===== src/rtl/if_fetch_ctrl.sv =====
// Instruction-fetch controller between the PC register and the IF/ID boundary.
// Optional FETCH_ADEL_EN: raise an address-error fault instead of fetching an unaligned PC.
module if_fetch_ctrl #(
    parameter int              WIDTH    = 32,
    parameter logic [WIDTH-1:0] RESET_PC = 32'hBFC0_0000
) (
    input  logic             clk,
    input  logic             rst,
    input  logic [WIDTH-1:0] pc_in,
    input  logic             id_stall,
    input  logic             flush,
    output logic             inst_req,
    output logic [WIDTH-1:0] inst_addr,
    input  logic             inst_addr_ok,
    input  logic             inst_data_ok,
    input  logic [WIDTH-1:0] inst_rdata,
    output logic             if_valid,
    output logic [WIDTH-1:0] if_pc,
    output logic [WIDTH-1:0] if_inst,
    output logic             if_adel,
    output logic             fetch_stall
);

    // state     | meaning
    // S_REQ     | request pc_in on the bus, waiting for addr_ok
    // S_WAIT    | request accepted, waiting for data_ok
    // S_OUT     | instruction held for ID until it is consumed
    // S_DISCARD | flushed while a read is in flight, swallow its data_ok
    typedef enum logic [1:0] {S_REQ, S_WAIT, S_OUT, S_DISCARD} state_t;

    state_t           state;
    logic [WIDTH-1:0] pend_pc;
    logic             misaligned;

`ifdef FETCH_ADEL_EN
    assign misaligned = (pc_in[1:0] != 2'b00);
`else
    assign misaligned = 1'b0;
`endif

    assign inst_req  = (state == S_REQ) && !misaligned;
    assign inst_addr = pc_in;

    // A flush releases the PC register so it can load the redirect target.
    always_comb begin
        fetch_stall = 1'b1;
        if (flush)
            fetch_stall = 1'b0;
        else if (state == S_OUT)
            fetch_stall = id_stall;
    end

    always_ff @(posedge clk) begin
        if (rst) begin
            state    <= S_REQ;
            pend_pc  <= '0;
            if_valid <= 1'b0;
            if_pc    <= RESET_PC;
            if_inst  <= '0;
            if_adel  <= 1'b0;
        end else begin
            case (state)
                S_REQ: begin
                    if (flush) begin
                        if (inst_req && inst_addr_ok)
                            state <= S_DISCARD;
                    end else if (misaligned) begin
                        state    <= S_OUT;
                        if_pc    <= pc_in;
                        if_inst  <= '0;
                        if_adel  <= 1'b1;
                        if_valid <= 1'b1;
                    end else if (inst_addr_ok) begin
                        state   <= S_WAIT;
                        pend_pc <= pc_in;
                    end
                end
                S_WAIT: begin
                    if (inst_data_ok) begin
                        if (flush) begin
                            state <= S_REQ;
                        end else begin
                            state    <= S_OUT;
                            if_pc    <= pend_pc;
                            if_inst  <= inst_rdata;
                            if_adel  <= 1'b0;
                            if_valid <= 1'b1;
                        end
                    end else if (flush) begin
                        state <= S_DISCARD;
                    end
                end
                S_OUT: begin
                    if (flush || !id_stall) begin
                        state    <= S_REQ;
                        if_valid <= 1'b0;
                        if_adel  <= 1'b0;
                    end
                end
                S_DISCARD: begin
                    if (inst_data_ok)
                        state <= S_REQ;
                end
                default: state <= S_REQ;
            endcase
        end
    end

endmodule

===== config.mk =====
export PLATFORM = sky130hd
export DESIGN_NAME = if_fetch_ctrl
export DESIGN_NICKNAME = d
export VERILOG_FILES = /design/src/rtl/if_fetch_ctrl.sv
export SDC_FILE = /design/constraint.sdc
export NUM_CORES = 1
export LEC_CHECK = 0
export CELL_PAD_IN_SITES_DETAIL_PLACEMENT = 0
export CELL_PAD_IN_SITES_GLOBAL_PLACEMENT = 1
export CORE_ASPECT_RATIO = 0.9
export CORE_MARGIN = 1
export CORE_UTILIZATION = 27
export CTS_CLUSTER_DIAMETER = 120
export DETAILED_ROUTE_END_ITERATION = 8
export PLACE_DENSITY = 0.86
export SYNTH_ARGS = -nofsm -noshare
export SYNTH_HDL_FRONTEND = slang
export SYNTH_SLANG_ARGS = --single-unit

===== constraint.sdc =====
create_clock -name clk -period 4.6 [get_ports clk]
set_clock_uncertainty 0.2 [all_clocks]
set_input_delay 1.15 -clock clk [delete_from_list [all_inputs] [get_ports clk]]
set_output_delay 1.15 -clock clk [all_outputs]
set_load 0.02 [all_outputs]

; ---- After elaboration in Yosys (flattened, before gate mapping)
; Cells that the tools add are included.
[word_totals]
elab_cells = 44
regBits = 100
n_memories = 0
out_inout_bits = 100
romBits = 0
ram_bits = 0
latch_bits = 0
input_bits = 70
[op_classes]
div_mod_pow = 0
shifts = 0
eq_ne = 10
n_mux = 18
order_cmp = 0
bitwise_logic = 1
addsub = 0
mul = 0
n_reduce_logical = 9
[op_table]
columns = operator, n
row1 = 2-to-1 mux 2 bit, 8
row2 = case mux 2 bit (4 select lines), 1
row3 = 2-to-1 mux 1 bit, 7
row4 = inequality test 2 bit (second input constant), 3
row5 = inequality test 3 x 2 -> 1 bit (second input constant), 2
row6 = AND reduction 3 bit, 2
row7 = AND reduction 5 bit, 1
row8 = equality test 2 bit (second input constant), 2
row9 = case mux 1 bit (2 select lines), 2
row10 = AND reduction 4 bit, 1
row11 = inequality test 3 bit (second input constant), 1
row12 = equality test 2 x 1 -> 1 bit (second input constant), 1
row13 = logical NOT 2 bit, 1
row14 = inequality test 2 x 1 -> 1 bit (second input constant), 1
row15 = nonzero test 2 bit, 1
row16 = logical AND 1 bit, 1
row17 = logical NOT 1 bit, 1
row18 = logical OR 1 bit, 1
row19 = inverter 1 bit, 1

; ---- Depth between registers and ports, before layout
; Gate-level depths: netlist (run 1).
[depth]
depth_word = 5
depth_mapped = 6
mapped_depth_nobuf = 3

; ---- Least setup slack after synthesis (run 1)
; Ideal clock, no wire load.
[synth_path]
path_kind = in2out
startpoint = input flush
endpoint = output fetch_stall
setup_slack_ns = 1.603
path_stages = 2
required_ns = 3.250
arrival_time_ns = 1.647
cell_sequence = buf_2 a21oi_1
[synth_via]
elab_chain_cells = 1
[synth_rtl]
columns = element, line
row1 = "start, declared", 11  ; input logic flush,
row2 = 2-to-1 mux 1 bit, 47  ; if (flush)
row3 = "end, declared", 21  ; output logic fetch_stall
; Every way passes these cells.

; ---- Worst setup path in the final report (run 1)
; Same ends and word-level chain as after synthesis.

==> results of run 1 <==
cells by family (layout without fill, tap and decap cells):
logic type / Yosys count / after routing
other: 1 / 1
DFF: 99 / 99
AOI/OAI and AO/OA: 95 / 95
and+or+nand+nor: 213 / 213
buffers and inverters: 67 / 191
metrics by stage:
stage / cells / hold slack (ns) / util, %
2_1_floorplan: 475 / 0.232 / -
5_1_grt: 767 / 0.270 / 42.0
4_1_cts: 767 / 0.254 / 42.0
3_3_place_gp: 751 / 0.236 / 39.4
3_5_place_dp: 751 / 0.245 / 39.4
6_report: 767 / 0.252 / 42.0
registers in the layout (all words and copies together) (netlist names):
signal	cells
if_inst	32
if_pc	32
if_valid	1
pend_pc	32
state	2
placed cells by master, fill, tap and decap left out, types with 2 or more instances in the layout:
cell type,count
o21ai_0,2
nor2b_1,2
nand2_1,192
nand3b_1,9
a21oi_1,90
bufinv_16,3
dfxtp_1,99
clkbuf_1,2
clkdlybuf4s50_1,167
clkbuf_16,9
nor2_1,3
buf_4,8
power by group:
group          total [mW]  switching (mW)  internal (mW)
sequential          0.900          0.0164          0.883
combinational       0.242           0.117          0.124
clock               0.858           0.311          0.546
total                2.00           0.445           1.55
cells in the mapped netlist:
cell         n  area (µm²)
nand2_1    192         721
dfxtp_1     99        1980
a21oi_1     90         450
buf_4       39         293
buf_2       12        60.1
clkbuf_1    11        41.3
nand3b_1     9        67.6
buf_6        4        45.0
nor2_1       3        11.3
nor2b_1      2        12.5
o21ai_0      2        10.0
a22oi_1      1        7.51
a31oi_1      1        6.26
and2_1       1        6.26
and3b_1      1        8.76
buf_1        1        3.75
conb_1       1        3.75
nand4bb_1    1        11.3
nor3b_1      1        7.51
nor4b_2      1        15.0
nor4bb_1     1        10.0
o21bai_1     1        7.51
or4b_1       1        10.0
metal layers:
layer	GRT usage, %	vias up	routed length, µm
met3	3.55	10	471
met4	5.87	0	150
met5	0	-	0
met1	16.7	1550	4650
li1	-	1734	-
met2	23.7	116	4620
layout make-up:
| class | instances | area (µm²) |
|---|---|---|
| clock inverter | 4 | 97.6 |
| timing repair buffer | 175 | 1730 |
| sequential | 99 | 1980 |
| clock buffer | 12 | 246 |
| fill | 1311 | 7840 |
| multi-input combinational | 309 | 1410 |
| tap | 168 | 210 |
critical path: cells and delay by family:
kind                   cells  cell delay, ns
buffers and inverters      3            1.26
AOI/OAI and AO/OA          1            0.17
worst max-delay path by stage:
stage          slack, ns          end
5_1_grt             0.62  fetch_stall
6_report            0.67  fetch_stall
2_1_floorplan       1.60  fetch_stall
3_3_place_gp        0.66  fetch_stall
4_1_cts             0.64  fetch_stall
3_5_place_dp        0.66  fetch_stall
==> results.cfg, run 1 <==
[status]
outcome = finished clean

[drt]
vias = 3410
wl_per_cell_um = 12.9
avgViaCountPerCell = 4.45
drtPass1Iterations = 4
drt.antenna.violating_nets = 0
remaining_drc_errors = 0
wl_um = 9890
drt_iter0_drc = 135

[cells_and_area]
design_area_um2 = 5670
diodes = 0
drive_above_1_share_pct = 4.17
nets = 664
area_growth_pct = 49.7

[global_route]
grt_pass1_vias = 3358
overflow = 0
grt_usage_pct = 13.9
grt_max_degree = 100
grt_antenna_before_repair = 0
grt_pass1_wl_um = 15900

[clock_network]
holdBufCountCts = 0
cts_tree = built
htreeDepth = 3
ctsResizeCount = 0
cts.sinks = 99
numCtsBuffers = 9
cts-root-buf = clkbuf_16
cts_buffer_depth = 2
cts.clk_slew.worst_paths_ns = 0.06
worst_skew_pair.late_latency_ns = 0.34
cts_setup_buffers = 0

[power_and_ir_drop]
ir_drop_uv = 210
p_leak_nw = 1.98
finalPower_mw = 2.00
cellPowerDensity_nw_per_um2 = 352

[place]
port-buffer-count = 168
place_ws_ns = 0.657
hpwl_um = 6670
gp_congestion = 0.690
placed_area_um2 = 5330

[die]
ios = 170
die_h_um = 114
rows = 40
die_x_um = 127
core_um2 = 13500
initial_utilization_pct = 28.1
die-area_um2 = 14500

[timing]
post-route-min-period_ns = 3.93
slew_headroom_pct = 32.7
setup_viol = 0
finalCritPeriodShare_pct = 85.4
drv_slew = 0
hold_viol = 0
fmax_mhz = 254
setup_tns_ns = 0
setup_slack_ns = 0.669
tightest_slew_ns = 1.01
rsz0062_at_grt = false

[worst_setup_path]
path_common_cell = clkdlybuf4s50_1
cp.arrival_ns = 2.58
startpoint_type = input pin
critPathLaunch = flush
path_max_fanout = 10
cp-end-kind = output pin
crit_path_top_delay_cell = clkdlybuf4s50_1
path_cells = clkdlybuf4s50_1 > buf_4 > a21oi_1 > clkdlybuf4s50_1
ff2ff_path_depth = 4
crit_required_ns = 3.25
crit_type = in2out
worstReg2RegEnd = pend_pc[18]
r2r_slack_ns = 2.39
cpPeakStageDelay_ns = 0.65
worst_r2r_startpoint = state[1]

[run]
cap_violations = 0

[yosys]
syn_nets = 545
synth_adder_area_share_pct = 0
yosysUniqueCellTypes = 23
synth.avg_cell_area_um2 = 7.98
synth_seq_cells = 99
yosys.area_share.simple_pct = 23.2
synth_top_family_by_area = simple AND/OR/NAND/NOR gates
synth.yosys.warnings = 0
synth_compound_area_share_pct = 12.7
muxShareOfSynthArea_pct = 0
syn_area_um2 = 3790
synth-xor-area-share_pct = 0
synth.yosys.seq_area_share_pct = 52.3
synth_cells = 475

[min_path]
hp-class = reg2reg
hold_start = if_inst[13]
hold-path-endpoint = if_inst[13]
holdPathStages = 2
Power figures use the tool's default switching activity.
==> run 2: changes to the inputs <==
SETUP_SLACK_MARGIN = 0.1   (was default)
clock period = 4.5 ns   (was 4.6 ns; I/O delays follow)
==> results.cfg, run 2 (synthesized netlist as in run 1, its figures left out) <==
[timing]
tightest_slew_ns = 0.988
slew_headroom_pct = 34.1
finalCritPeriodShare_pct = 85.8
setup_tns_ns = 0
post-route-min-period_ns = 3.86
hold_viol = 0
rsz0062_at_grt = false
setup_viol = 0
drv_slew = 0
holdWs_ns = 0.252
fmax_mhz = 259

[global_route]
grt_pass1_vias = 3252
overflow = 0
grt_max_degree = 100
grt_pass1_wl_um = 15900
grt_usage_pct = 14.0
grt_antenna_before_repair = 0

[cells_and_area]
drive_above_1_share_pct = 4.35
diodes = 0
design_area_um2 = 5640
layout_commonest_cell = nand2_1
area_growth_pct = 48.7
multi_input_area_um2 = 1410
fillerInstances = 1337
nets = 663
layout_common_cells = nand2_1, clkdlybuf4s50_1, dfxtp_1, a21oi_1
regArea_um2 = 1980
top_regs = if_inst (32), if_pc (32), pend_pc (32)
final_cells = 766

[die]
core_um2 = 13500
die-area_um2 = 14500
ios = 170
rows = 40
initial_utilization_pct = 28.1
die_h_um = 114
die_x_um = 127

[power_and_ir_drop]
ir_drop_uv = 186
cellPowerDensity_nw_per_um2 = 345
p_leak_nw = 1.96

[worst_setup_path]
worstReg2RegEnd = pend_pc[4]
crit_type = in2out
cp-end-kind = output pin
startpoint_type = input pin
path_buf_inv = 2
cp.arrival_ns = 2.54
r2r_slack_ns = 2.28
path_max_fanout = 3
critPathTopFamily = buffers and inverters
crit_path_top_delay_cell = clkdlybuf4s50_1
cpPeakStageDelay_ns = 0.64
path_cells = clkdlybuf4s50_1 > nor2_1 > a21oi_1 > clkdlybuf4s50_1
worst_r2r_startpoint = state[0]
crit_required_ns = 3.17
ff2ff_path_depth = 4
path_common_cell = clkdlybuf4s50_1

[clock_network]
worst_skew_pair.late_latency_ns = 0.35
htreeDepth = 3
holdBufCountCts = 0
cts_buffer_depth = 2
cts_tree = built
numCtsBuffers = 9
cts.sinks = 99
ctsResizeCount = 0
cts.clk_slew.worst_paths_ns = 0.06
cts-root-buf = clkbuf_16
cts_setup_buffers = 0

[drt]
drtPass1Iterations = 4
wl_um = 9950
wl_per_cell_um = 13.0
drt_iter0_drc = 161
remaining_drc_errors = 0
avgViaCountPerCell = 4.48
drt.antenna.violating_nets = 0
vias = 3432

[min_path]
hp-class = reg2reg
holdPathStages = 2
hold-path-endpoint = if_pc[1]
hold_start = if_pc[1]

[place]
hpwl_um = 6710
placed_area_um2 = 5340
port-buffer-count = 168
dp_cells = 750
gp_congestion = 0.696

[status]
outcome = finished clean

[run]
cap_violations = 0
==> run 2: cell types whose count changed in the layout (fill, tap and decap cells not counted), sizes merged <==
cell / change
buf: -1
bufinv: -2
clkbuf: -2
clkinv: +4
==> run 2: how the worst max path moves through the flow <==
stage / start / endpoint / cells past startpoint
after floorplan: flush / fetch_stall / 2
after global placement: id_stall / fetch_stall / 4
after detailed placement: id_stall / fetch_stall / 4
after CTS: id_stall / fetch_stall / 4
after global routing: id_stall / fetch_stall / 4
final: id_stall / fetch_stall / 4
==> run 2: per-stage QoR <==
stage               setup slack (ns)  util [%]  power [mW]
floorplan                       1.55         -        1.07
global placement               0.606      39.5        1.18
detailed placement             0.628      39.5        1.19
CTS                            0.609      41.7        1.97
global route                   0.572      41.7        2.03
finish                         0.639      41.7        1.94
==> run 2: worst register-to-register path, delay by kind of cell (launching register included) <==
family                 cells  cell delay, ns
buffers and inverters      1            0.35
and+or+nand+nor            2            1.01
AOI/OAI and AO/OA          1            0.06
DFF                        1            0.44
==> run 2: cell type report <==
class | count | share of cell area, %
sequential | 99 | 35.1
timing repair buffer | 174 | 30.8
multi-input combinational | 309 | 24.9
clock buffer | 10 | 4.24
tap | 168 | 3.73
clock inverter | 6 | 1.15
==> run 2: report_power, final <==
part	internal [mW]	total [mW]	leakage (nW)	switching, mW
sequential	0.903	0.920	0.803	0.0173
combinational	0.127	0.246	1.01	0.119
clock	0.446	0.776	0.148	0.331
==> run 2: per-layer routing <==
layer	global-route usage (%)	share of wire (%)
met5	0	0
met1	17.0	46
met2	23.3	47
met3	4.39	5.7
met4	5.00	1.1
==> run 3: changes to the inputs <==
CTS_CLUSTER_DIAMETER = default   (was 120)
==> results of run 3 <==
Same layout as run 2: the final DEF is identical, and so are final timing and power.
